--- src/rtl/pc_sequencer.sv ---
`default_nettype none
// ============================================================================
// Module   : pc_sequencer
// Purpose  : Program-counter sequencer. It fetches instruction bytes from the
//            program ROM and steps through a four-state FETCH/EXEC/OPERAND/
//            BRANCH sequence. It raises the one-cycle strobe that makes the
//            flags register capture new ALU {c,z} flags. It evaluates
//            conditional jumps against the registered flags.
// Ports    : clk        - system clock, rising edge
//            reset      - asynchronous, active-high; clears all state
//            stall      - (PCSEQ_STALL_EN only) freeze sequencer while high
//            romData    - ROM byte at address pcOut (combinational)
//            flagsIn    - registered flags {c,z}
//            pcOut      - program counter / ROM address
//            instrOut   - latched current instruction byte
//            fetchPhase - high in FETCH and OPERAND
//            flagsLoad  - one-cycle flag-capture strobe (EXEC of ALU op)
//            jumpTaken  - one-cycle pulse when a branch loads its target
// Config   : define PCSEQ_STALL_EN to add the stall input.
// Revision : 1.0 - initial release
// ============================================================================
module pc_sequencer #(
  parameter int ADDR_W = 12  // legal 9..12
) (
  input  logic              clk,
  input  logic              reset,
`ifdef PCSEQ_STALL_EN
  input  logic              stall,
`endif
  input  logic [7:0]        romData,
  input  logic [1:0]        flagsIn,
  output logic [ADDR_W-1:0] pcOut,
  output logic [7:0]        instrOut,
  output logic              fetchPhase,
  output logic              flagsLoad,
  output logic              jumpTaken
);

  localparam logic [1:0] c_FETCH   = 2'd0;
  localparam logic [1:0] c_EXEC    = 2'd1;
  localparam logic [1:0] c_OPERAND = 2'd2;
  localparam logic [1:0] c_BRANCH  = 2'd3;

  logic [1:0]        r_state;
  logic [1:0]        w_nextState;
  logic [ADDR_W-1:0] r_pc;
  logic [7:0]        r_instr;
  logic [3:0]        r_hi;
  logic [7:0]        r_lo;

  logic              w_stall;
  logic [3:0]        w_opcode;
  logic              w_isAlu;
  logic              w_isBranch;
  logic              w_cond;
  logic [11:0]       w_target;
  logic [ADDR_W-1:0] w_pcInc;

`ifdef PCSEQ_STALL_EN
  assign w_stall = stall;
`else
  assign w_stall = 1'b0;
`endif

  assign w_opcode   = r_instr[7:4];
  assign w_isAlu    = ~r_instr[7];
  assign w_isBranch = (w_opcode >= 4'h8) && (w_opcode <= 4'hC);
  assign w_target   = {r_hi, r_lo};
  assign w_pcInc    = r_pc + {{(ADDR_W-1){1'b0}}, 1'b1};

  // Branch condition evaluated on the registered flags during BRANCH.
  always_comb begin
    w_cond = 1'b0;
    case (w_opcode)
      4'h8:    w_cond = flagsIn[1];   // JC
      4'h9:    w_cond = ~flagsIn[1];  // JNC
      4'hA:    w_cond = flagsIn[0];   // JZ
      4'hB:    w_cond = ~flagsIn[0];  // JNZ
      4'hC:    w_cond = 1'b1;         // JMP
      default: w_cond = 1'b0;
    endcase
  end

  // State register
  always_ff @(posedge clk or posedge reset) begin
    if (reset) begin
      r_state <= c_FETCH;
    end else if (!w_stall) begin
      r_state <= w_nextState;
    end
  end

  // Next-state logic
  always_comb begin
    w_nextState = r_state;
    case (r_state)
      c_FETCH:   w_nextState = c_EXEC;
      c_EXEC:    w_nextState = w_isBranch ? c_OPERAND : c_FETCH;
      c_OPERAND: w_nextState = c_BRANCH;
      c_BRANCH:  w_nextState = c_FETCH;
      default:   w_nextState = c_FETCH;
    endcase
  end

  // Datapath registers: pc, instruction latch and jump-target halves.
  always_ff @(posedge clk or posedge reset) begin
    if (reset) begin
      r_pc    <= '0;
      r_instr <= 8'h00;
      r_hi    <= 4'h0;
      r_lo    <= 8'h00;
    end else if (!w_stall) begin
      case (r_state)
        c_FETCH: r_instr <= romData;
        c_EXEC: begin
          r_pc <= w_pcInc;
          if (w_isBranch) begin
            r_hi <= r_instr[3:0];
          end
        end
        c_OPERAND: r_lo <= romData;
        c_BRANCH: begin
          // Target wider than the pc is truncated, i.e. taken modulo 2^ADDR_W.
          r_pc <= w_cond ? w_target[ADDR_W-1:0] : w_pcInc;
        end
        default: r_pc <= r_pc;
      endcase
    end
  end

  // Output decode. The strobes are decoded from registered state only (plus
  // flags in BRANCH), so they live in different states and never overlap.
  // A stalled EXEC holds its state, so the strobe reappears once when the
  // stall drops.
  always_comb begin
    fetchPhase = (r_state == c_FETCH) || (r_state == c_OPERAND);
    flagsLoad  = (r_state == c_EXEC) && w_isAlu && !w_stall;
    jumpTaken  = (r_state == c_BRANCH) && w_cond && !w_stall;
  end

  assign pcOut    = r_pc;
  assign instrOut = r_instr;

endmodule
`default_nettype wire

--- config.mk ---
export PLATFORM = sky130hd
export DESIGN_NAME = pc_sequencer
export DESIGN_NICKNAME = d
export VERILOG_FILES = /design/src/rtl/pc_sequencer.sv
export SDC_FILE = /design/constraint.sdc
export NUM_CORES = 1
export LEC_CHECK = 0
export CAP_MARGIN = 40
export CORE_UTILIZATION = 50
export DETAILED_ROUTE_END_ITERATION = 10
export PLACE_DENSITY = 0.79
export SETUP_SLACK_MARGIN = 0.02
export SLEW_MARGIN = 20
export SYNTH_ARGS = -nofsm -noshare
export SYNTH_HDL_FRONTEND = slang
export SYNTH_SLANG_ARGS = --single-unit
--- constraint.sdc ---
create_clock -name clk -period 2.41 [get_ports clk]
set_clock_uncertainty 0.05 [all_clocks]
set_input_delay 0.241 -clock clk [delete_from_list [all_inputs] [get_ports clk]]
set_output_delay 0.241 -clock clk [all_outputs]
set_load 0.1 [all_outputs]
==> impl_metrics.yaml <==
run_status:
  outcome: "finished clean"
yosys:
  ys_seq_elements: 34
  syn-num-nets: 158
  synth_top_area_share_pct: 52.15
  synth_area_sq_um: 1632
  synthTopCellsByArea: "dfrtp_1, mux2_2, mux2i_1"
  syn_inst: 145
  seq_area_frac_synth_pct: 52.15
  avgSynthCellArea_sq_um: 11.25
  synth_cell_types: 29
  synth_warnings: 0
  synth_top_area_cell: "dfrtp_1"
timing:
  finalSetupViolations: 0
  drv_slew: 0
  fmax_mhz: 441.0
  slew_headroom_pct: 71.57
  layout_min_cycle_time_ns: 2.267
  tns_ns: 0
  finalCritPeriodShare_pct: 94.08
  rsz0062_at_grt: "no"
  tightest_slew_ns: 0.4265
  final-hold-violation-count: 0
  setup_slack_ns: 0.1426
routing:
  drtPass1Iterations: 4
  viasPerCell: 5.513
  drtIter0Drc: 52
  wire_per_inst_microns: 14.47
  wl_microns: 3329
  vias: 1268
  drc: 0
  ant_nets: 0
worst_setup_path:
  start_kind: "flip-flop"
  critPathMaxFanout: 18
  cp_data_required_time_ns: 2.12
  reg2reg_depth: 5
  path_class: "flip-flop to primary output"
  worstSetupEndpointType: "primary output"
  arrival_ns: 1.98
cts:
  cts_tree: "yes"
  cts_setup_buffers: 0
  cts.sinks: 34
  clock-root-buffer: "clkbuf_4"
  postCtsHoldBufs: 0
  cts-buffers-inserted: 5
  clk-insertion-delay-late_ns: 0.34
  clockBufferDepth: 2
  cts_resized: 0
  clk_pin_slew_worst_paths_ns: 0.10
  ctsHtreeMaxLevel: 2
placed_design:
  hpwlAfterDp_microns: 2436
  portBuffers: 34
  dp.cells: 222
  place_area_sq_um: 2036
  place_ws_ns: 0.2657
  place_congestion: 0.8314
layout:
  final_area_sq_um: 2121
  layout_common_cells: "dfrtp_1, buf_4, mux2_2, inv_1, clkdlybuf4s50_1"
  nNetsFinal: 198
  nFillCells: 238
  drive_gt1_share_pct: 32.80
  multi_input_area_sq_um: 726.9
  diodes: 0
  ff_latch_area_sq_um: 854.6
  area_growth_syn_to_layout_pct: 29.98
  final_common_cell: "dfrtp_1"
  stdcell_count: 230
flow_run:
  max_cap_violations: 0
global_routing:
  grt_pass1_vias: 1179
  grt_pass1_wl_microns: 5547
  grt.overflow.total: 0
  antenna_found_initial: 0
  track_usage_pct: 22.03
  grt_max_degree: 35
die:
  io_pins: 35
  dieArea_sq_um: 3496
  rows: 20
  die_h_microns: 59.13
  start_util_pct: 53.01
  die_w_microns: 59.13
  core_area_sq_um: 3078
min_path:
  min_path_type: "input port to async pin"
layer usage:
metal | share of wire [%] | track usage (%) | vias up
li1 | - | - | 615
met5 | 0 | 0 | -
met3 | 4.2 | 7.860 | 5
met2 | 48 | 35.06 | 24
met1 | 46 | 28.51 | 624
met4 | 1.1 | 6.122 | 0
cell usage after synthesis, drive strengths merged:
| master | number |
|---|---|
| dfrtp | 34 |
| nor2b | 2 |
| and2 | 1 |
| nor3 | 5 |
| nand2b | 2 |
| nor2 | 5 |
| or4 | 1 |
| a22oi | 8 |
| nand4 | 4 |
| a31oi | 1 |
| nand4b | 1 |
| and4b | 1 |
| nand3b | 1 |
| nand2 | 7 |
| mux2 | 20 |
| o21ai | 9 |
| inv | 11 |
| clkbuf | 4 |
| and3 | 4 |
| a21oi | 1 |
| a311oi | 1 |
| o311a | 1 |
| nor4 | 3 |
| buf | 2 |
| a211o | 1 |
| a211oi | 1 |
| nand3 | 4 |
| ha | 1 |
| mux2i | 9 |
critical path, stage by stage, from the launching register on:
cell and delay (ns):
dfrtp_2 0.45, nand2b_1 0.15, and4b_1 0.19, o311a_4 0.45, and2_2 0.24, buf_12 0.16
layout make-up:
type | count | area share [%]
tap | 44 | 2.596
multi-input combinational | 94 | 34.28
clock inverter | 1 | 1.416
sequential | 34 | 40.30
clock buffer | 7 | 2.596
timing repair buffer | 39 | 16.87
inverter | 11 | 1.947
sequential cells by signal (all words and copies together), names as in the netlist, named ones only:
signal,count
instrOut,8
pcOut,12
r_hi,4
r_lo,8
r_state,1
final timing paths:
path                                         startpoint                 endpoint  slack, ns
worst max register to register  instrOut[5]$_DFFE_PP0P_     pcOut[7]$_DFFE_PP0P_       0.47
worst min-delay path                              reset  instrOut[7]$_DFFE_PP0P_       0.23
worst max-delay path            instrOut[5]$_DFFE_PP0P_                jumpTaken       0.14
min in group clk                    r_hi[3]$_DFFE_PP0P_      r_hi[3]$_DFFE_PP0P_       0.47
worst min register to register      r_hi[3]$_DFFE_PP0P_      r_hi[3]$_DFFE_PP0P_       0.47
max in group asynchronous                         reset  instrOut[6]$_DFFE_PP0P_       1.74
stage by stage:
stage          util, %  hold slack, ns
2_1_floorplan        -          0.3324
3_3_place_gp     66.14          0.4435
3_5_place_dp     66.14          0.4515
4_1_cts          68.90          0.2433
5_1_grt          68.90          0.2597
6_report         68.90          0.2306
kinds of logic after synthesis:
logic type / after synthesis / synth area share (%)
AND/OR/NAND/NOR: 41 / 13.73
buffers and inverters: 17 / 4.064
multiplexers: 29 / 19.33
flip-flops: 34 / 52.15
adder cells (fa/ha/maj): 1 / 0.7667
AO/OA/AOI/OAI: 23 / 9.970
Power is left out: the tool's default activity adds up to more than one toggle a clock period on the data nets, which glitch-free logic cannot reach.
